`config.mk`:
```
export PLATFORM = sky130hd
export DESIGN_NAME = counter_ir_cfg_ctrl
export DESIGN_NICKNAME = d
export VERILOG_FILES = /design/src/rtl/counter_ir_cfg_ctrl.sv
export SDC_FILE = /design/constraint.sdc
export NUM_CORES = 1
export LEC_CHECK = 0
export ABC_CLOCK_PERIOD_IN_PS = 6000
export CORE_MARGIN = 1
export CORE_UTILIZATION = 54
export DETAILED_ROUTE_END_ITERATION = 7
export PLACE_DENSITY = 0.85
export REMOVE_ABC_BUFFERS = 1
export SLEW_MARGIN = 25
export SYNTH_ARGS = -nofsm -noshare
export SYNTH_HDL_FRONTEND = slang
export SYNTH_SLANG_ARGS = --single-unit
export TNS_END_PERCENT = 20
```
`constraint.sdc`:
```
create_clock -name i_clk -period 6 [get_ports i_clk]
set_input_delay 0.6 -clock i_clk [delete_from_list [all_inputs] [get_ports i_clk]]
set_output_delay 0.6 -clock i_clk [all_outputs]
set_load 0.02 [all_outputs]
```
`src/rtl/counter_ir_cfg_ctrl.sv`:
```
// rtl/counter_ir_cfg_ctrl.sv - IR counter frontend config controller with pulse-safe commit
//
// Two requesters write a shadow register set through a round-robin write
// port. A commit (address 5) moves the FSM to PEND. The shadow set is copied
// to the active outputs only while both IR din pulses are idle. The copy is
// forced once the PEND wait reaches WAIT_MAX cycles.
//
// Ports:
//   i_clk, i_rst_n                  clock, async active-low reset
//   i_reqN_vld/addr/wdata, o_reqN_gnt
//                                   requester N write port (N = 0 host, 1 sequencer)
//   i_din_a_act, i_din_b_act        frontend din pulses active
//   o_onecycle_value_a/b, o_din_bypass, o_dout_opts, o_dout_bypass
//                                   active configuration
//   o_cfg_pending                   high in PEND and APPLY
//   o_cfg_applied / o_cfg_forced    apply-cycle pulses
//   o_addr_err                      pulse, cycle after a granted write to addr 6/7

module counter_ir_cfg_ctrl #(
  parameter int          WAIT_MAX     = 1024,
  parameter logic [31:0] RST_ONECYCLE = 32'd100
) (
  input  logic        i_clk,
  input  logic        i_rst_n,
  input  logic        i_req0_vld,
  input  logic [2:0]  i_req0_addr,
  input  logic [31:0] i_req0_wdata,
  output logic        o_req0_gnt,
  input  logic        i_req1_vld,
  input  logic [2:0]  i_req1_addr,
  input  logic [31:0] i_req1_wdata,
  output logic        o_req1_gnt,
  input  logic        i_din_a_act,
  input  logic        i_din_b_act,
  output logic [31:0] o_onecycle_value_a,
  output logic [31:0] o_onecycle_value_b,
  output logic [1:0]  o_din_bypass,
  output logic [7:0]  o_dout_opts,
  output logic [1:0]  o_dout_bypass,
  output logic        o_cfg_pending,
  output logic        o_cfg_applied,
  output logic        o_cfg_forced,
  output logic        o_addr_err
);

  // Counter only needs to reach WAIT_MAX-1; with WAIT_MAX = 0 it saturates.
  localparam int          CW         = (WAIT_MAX < 2) ? 1 : $clog2(WAIT_MAX);
  localparam logic [CW-1:0] W_CNT_LAST = CW'(WAIT_MAX - 1);

  typedef enum logic [1:0] {
    S_IDLE  = 2'd0,
    S_PEND  = 2'd1,
    S_APPLY = 2'd2
  } state_t;

  state_t        r_state;
  state_t        w_state_next;
  logic          w_force_next;
  logic          r_forced;
  logic [CW-1:0] r_cnt;
  logic          r_ptr;
  logic          r_addr_err;

  logic [31:0]   r_sh_a;
  logic [31:0]   r_sh_b;
  logic [1:0]    r_sh_din_byp;
  logic [7:0]    r_sh_opts;
  logic [1:0]    r_sh_dout_byp;

  logic [31:0]   r_act_a;
  logic [31:0]   r_act_b;
  logic [1:0]    r_act_din_byp;
  logic [7:0]    r_act_opts;
  logic [1:0]    r_act_dout_byp;

  logic          w_gnt0;
  logic          w_gnt1;
  logic          w_wr;
  logic [2:0]    w_addr;
  logic [31:0]   w_wdata;
  logic          w_commit;

  // Pointer holder wins a tie; a lone requester always wins.
  assign w_gnt0   = i_req0_vld & (~i_req1_vld | ~r_ptr);
  assign w_gnt1   = i_req1_vld & (~i_req0_vld |  r_ptr);
  assign w_wr     = w_gnt0 | w_gnt1;
  assign w_addr   = w_gnt0 ? i_req0_addr  : i_req1_addr;
  assign w_wdata  = w_gnt0 ? i_req0_wdata : i_req1_wdata;
  assign w_commit = w_wr & (w_addr == 3'd5);

  assign o_req0_gnt = w_gnt0;
  assign o_req1_gnt = w_gnt1;

  // Arbiter pointer, address-error pulse and shadow registers.
  always_ff @(posedge i_clk or negedge i_rst_n) begin
    if (!i_rst_n) begin
      r_ptr         <= 1'b0;
      r_addr_err    <= 1'b0;
      r_sh_a        <= RST_ONECYCLE;
      r_sh_b        <= RST_ONECYCLE;
      r_sh_din_byp  <= 2'b11;
      r_sh_opts     <= 8'h00;
      r_sh_dout_byp <= 2'b11;
    end else begin
      r_addr_err <= w_wr & (w_addr[2:1] == 2'b11);
      if (w_gnt0) begin
        r_ptr <= 1'b1;
      end else if (w_gnt1) begin
        r_ptr <= 1'b0;
      end
      if (w_wr) begin
        case (w_addr)
          3'd0:    r_sh_a        <= w_wdata;
          3'd1:    r_sh_b        <= w_wdata;
          3'd2:    r_sh_din_byp  <= w_wdata[1:0];
          3'd3:    r_sh_opts     <= w_wdata[7:0];
          3'd4:    r_sh_dout_byp <= w_wdata[1:0];
          default: ;
        endcase
      end
    end
  end

  // FSM state, forced flag and PEND wait counter.
  always_ff @(posedge i_clk or negedge i_rst_n) begin
    if (!i_rst_n) begin
      r_state  <= S_IDLE;
      r_forced <= 1'b0;
      r_cnt    <= '0;
    end else begin
      r_state  <= w_state_next;
      r_forced <= w_force_next;
      if (r_state == S_PEND) begin
        if (r_cnt != {CW{1'b1}}) begin
          r_cnt <= r_cnt + 1'b1;
        end
      end else begin
        r_cnt <= '0;
      end
    end
  end

  always_comb begin
    w_state_next = r_state;
    w_force_next = 1'b0;
    case (r_state)
      S_IDLE: begin
        if (w_commit) begin
          w_state_next = S_PEND;
        end
      end
      S_PEND: begin
        // A commit granted here is absorbed into the pending apply.
        if (!i_din_a_act && !i_din_b_act) begin
          w_state_next = S_APPLY;
        end else if ((WAIT_MAX != 0) && (r_cnt == W_CNT_LAST)) begin
          w_state_next = S_APPLY;
          w_force_next = 1'b1;
        end
      end
      S_APPLY: begin
        w_state_next = w_commit ? S_PEND : S_IDLE;
      end
      default: begin
        w_state_next = S_IDLE;
      end
    endcase
  end

  // Active set copies the pre-edge shadow, so a write granted in the APPLY
  // cycle waits for the next commit.
  always_ff @(posedge i_clk or negedge i_rst_n) begin
    if (!i_rst_n) begin
      r_act_a        <= RST_ONECYCLE;
      r_act_b        <= RST_ONECYCLE;
      r_act_din_byp  <= 2'b11;
      r_act_opts     <= 8'h00;
      r_act_dout_byp <= 2'b11;
    end else if (r_state == S_APPLY) begin
      r_act_a        <= r_sh_a;
      r_act_b        <= r_sh_b;
      r_act_din_byp  <= r_sh_din_byp;
      r_act_opts     <= r_sh_opts;
      r_act_dout_byp <= r_sh_dout_byp;
    end
  end

  assign o_onecycle_value_a = r_act_a;
  assign o_onecycle_value_b = r_act_b;
  assign o_din_bypass       = r_act_din_byp;
  assign o_dout_opts        = r_act_opts;
  assign o_dout_bypass      = r_act_dout_byp;
  assign o_cfg_pending      = (r_state != S_IDLE);
  assign o_cfg_applied      = (r_state == S_APPLY);
  assign o_cfg_forced       = (r_state == S_APPLY) & r_forced;
  assign o_addr_err         = r_addr_err;

endmodule
```
==> impl.org <==
** Pwr
- Leak pwr :: 4.21 nW
- Clock group share of total power :: 0.256
- The internal portion of the total power is around 0.0033 W.
- Cell area power density :: 493 mW/mm^2
- Of the total power, the share spent switching nets is 0.293.
- Sequential group share of total power :: 0.406
- Worst IR drop on VDD :: 0.271 mV
- Of the total power, combinational logic draws 0.338.
- P_sw :: 0.00136 W

** STA
- Based on the critical path, the design can be clocked at up to 265 MHz.
- In this run the tightest slew margin relative to its limit is 0.467.
- The number of max-slew violations in the final report came to 0.
- At the pin with the least slew margin, the transition time is 0.799 ns.
- Hold_ws :: 0.230 ns
- Setup Viol. Count Final :: 0
- Count of endpoints failing hold in the final timing report :: 0
- Setup TNS :: 0 ns
- In the finished design, the share of the clock period the worst path needs comes to 0.630.
- Setup repair after global routing left no endpoint under its margin.
- Final period demand of the worst path :: 3.78 ns
- Clock skew :: about 0.0056 ns

** Placement
- Post-Place Cell Area :: 0.00877 mm^2
- In this run, placement finished with an instance count of 830.
- Detailed placement ended at an HPWL of a little over 10000 um.
- The count of buffers added on input and output ports is 157.
- Placer congestion estimate :: 0.814

** Clock tree
- At the later pin of the worst-skew pair, clock insertion delay measures between 0.4 and 0.5 ns.
- Clock-pin transition on the worst setup and hold timing paths :: 0.06 ns
- Post-cts hold buffer count :: 0
- Buffers added to address setup during post-CTS repair amount to 0.
- The H-tree was split into 4 levels.
- Total clock sinks :: around 170
- In this run the deepest clock path goes through 2 buffers.
- Post-cts gate resize count :: 0
- CTS Root Cell :: clkbuf_16
- TritonCTS clock tree :: done
- TritonCTS created 17 clock buffers.

** Final layout
- In the final layout, flip-flops and latches occupy 0.00420 mm^2.
- The repair_antennas step left the layout with diodes totalling 0.
- Final core area utilization :: 0.743
- After the flow finishes, the layout carries non-filler instances totaling 862.
- At the end of the flow, the number of nets in the layout was about 750.
- Area growth syn-to-layout :: 33.8%
- In the final layout, the share of cells above drive strength 1 is 0.313.
- Footprint of the multi-input gates :: 0.00268 mm^2
- Total of fill cells in the finished design :: 805
- The finished cells cover roughly 0.0094 mm^2.

** Floorplan
- Die Outline Area :: 0.0135 mm^2
- I/O pin count :: around 160
- Starting density of the core :: 0.556
- In this run the standard cell core region covers 0.0127 mm^2.
- The die is 116 um wide.
- The floorplan has 41 rows.
- Measured along the y axis, the die boundary spans 116 um.

** Setup path
- Data required, critical path :: 5.40 ns
- Category of the worst setup path capture point :: primary output
- Buffers and inverters on the worst path :: 5
- The critical path goes through clkdlybuf4s50_1, a21bo_1, buf_4, inv_1, buf_4, clkdlybuf4s50_1.
- Critical path class :: input port to primary output
- Data arrives at the worst endpoint at 3.18 ns.
- The number of cells on the worst reg-to-reg path is 7.
- Critical path's largest stage delay :: 0.66 ns
- The worst setup path is launched from an input port.
- In this run the number of cells on the critical path is 6.
- Family of cells with the greatest summed delay on the critical path :: buffers and inverters
- Along the worst path, the maximum fanout reaches 38.
- The slowest stage of the critical path belongs to the cell clkdlybuf4s50_1.

** Global route
- Across every metal layer, demand over resource in global routing totals 0.243.
- Sum of overflow across all layers after global routing :: 0
- The first global-routing pass estimated 24200 um of wire.
- The number of global-route vias before repair was 4762.
- Largest net degree at the start of global routing :: 91
- The initial antenna violation count is 0.

** Logic synthesis
- Counting flops and latches in the post-synthesis netlist gives ~170.
- During synthesis, Yosys emitted a total of 0 warnings.
- Mean post-synth cell area :: between 10 and 15 um^2
- Synthesis produced 517 cells.
- Portion of the post-synthesis area used by sequential elements :: 0.597
- In this run, synthesis inferred 0 flip-flops with an integrated enable.
- Primary flip-flop cell chosen by synthesis mapping :: dfrtp_1
- After synthesis the cells add up to 0.00704 mm^2.
- Fraction of synthesis flops using an asynchronous set or reset pin :: 1.00
- In this run, distinct cell masters in the synthesized netlist total 43.

** Drt
- Final ANT Viol Nets :: 0
- Detailed-route wire length :: about 15000 um
- Ratio of routed vias to standard cells :: 5.30
- Detailed router's first-iteration violation count :: about 230
- In the routed design, unresolved DRC markers number 0.
- Via count :: about 4600
- Initial DRT Pass Iterations :: 4
- Dividing the detail-routed wire length by the instance count gives 17.8 um.

** Status
- The run finished with clean final reports.

** Run
- Max-capacitance violation count :: 0

** Worst hold path
- The min-delay analysis places its worst path in the category input port to asynchronous set/reset pin.
[area by class of cell]
class | count | share of cell area
sequential | 167 | 0.446
multi-input combinational | 322 | 0.285
timing repair buffer | 164 | 0.175
clock buffer | 23 | 0.0507
tap | 172 | 0.0228
clock inverter | 9 | 0.0181
inverter | 5 | 0.00199
[power by group through the flow]
stage / logic, W / registers [W] / clock network [W]
floorplan: 0.000535 / 0.00215 / 0
global placement: 0.00153 / 0.00187 / 0
detailed placement: 0.00158 / 0.00190 / 0
CTS: 0.00159 / 0.00189 / 0.00121
global route: 0.00167 / 0.00194 / 0.00125
finish: 0.00157 / 0.00188 / 0.00119
[synthesized netlist by cell type, drive strengths merged (2+ instances only)]
library cell	count	area [um^2]
a21oi	3	15.0
a31oi	4	25.0
and2	2	12.5
and3	4	25.0
and4	2	17.5
buf	10	104
clkbuf	13	48.8
dfrtp	147	3680
dfstp	20	526
inv	5	18.8
mux2	152	1820
mux2i	3	30.0
nand2	98	368
nand3	2	10.0
nand4	2	12.5
nor2	11	41.3
nor2b	3	18.8
nor3	5	25.0
nor3b	4	30.0
o21ai	10	53.8
or3	2	17.5
[placed cells by master, fill, tap and decap left out, types with 2 or more instances in the layout]
cell type,n
clkdlybuf4s50_1,156
dfrtp_1,147
mux2_2,122
nand2_1,98
mux2_4,30
dfstp_2,20
clkbuf_16,17
nor2_1,11
o21ai_0,8
inv_1,5
nor3_1,5
bufinv_16,5
buf_4,5
nor3b_1,4
and3_1,4
a31oi_1,4
clkinv_2,4
mux2i_1,3
a21oi_1,3
clkbuf_1,3
clkbuf_8,3
and2_1,2
nor2b_1,2
nand3_1,2
and4_1,2
nand4_1,2
buf_6,2
[path summary, 6_finish.rpt]
check	start	end	slack (ns)
setup / recovery	i_req1_vld	o_req0_gnt	2.22
hold / removal	i_rst_n	o_onecycle_value_a[18]$_DFFE_PN0P_	0.23
setup reg to reg	r_ptr$_DFFE_PN0P_	r_sh_a[24]$_DFFE_PN0P_	2.94
hold reg to reg	r_sh_b[17]$_DFFE_PN0P_	o_onecycle_value_b[17]$_DFFE_PN0P_	0.50
max in group asynchronous	i_rst_n	o_dout_opts[5]$_DFFE_PN0P_	4.60
min in group i_clk	r_sh_b[17]$_DFFE_PN0P_	o_onecycle_value_b[17]$_DFFE_PN0P_	0.50
[cells by family after synthesis]
| logic type | Yosys count | share of synthesized area |
|---|---|---|
| muxes | 155 | 0.263 |
| AOI/OAI and AO/OA | 24 | 0.0236 |
| adders and majority gates | 1 | 0.00178 |
| DFF | 167 | 0.597 |
| buffers and inverters | 28 | 0.0243 |
| and+or+nand+nor | 140 | 0.0873 |
| xor gates and xnor gates | 2 | 0.00249 |
[per-stage QoR]
stage / power [W] / setup slack [ns]
global placement: 0.00340 / 2.22
global route: 0.00486 / 2.10
detailed placement: 0.00348 / 2.14
floorplan: 0.00269 / 0.849
CTS: 0.00468 / 2.26
finish: 0.00464 / 2.22
[sequential cells by signal, indices dropped and copies added (netlist names), 2 cells and up]
register	cells
r_sh_a	32
r_sh_dout_byp	2
r_cnt	10
r_sh_din_byp	2
o_onecycle_value_b	32
o_dout_opts	8
o_din_bypass	2
o_dout_bypass	2
r_sh_opts	8
r_state	2
r_sh_b	32
o_onecycle_value_a	32
[metal layers]
layer  vias to the layer above  track usage  wire length (um)
met5                         -            0                 0
met4                         0        0.109               236
met3                        19       0.0618               859
met2                       135        0.397              7410
met1                      2311        0.307              6870
li1                       2102            -                 -
Note: power is estimated with default switching activity, not from simulation.
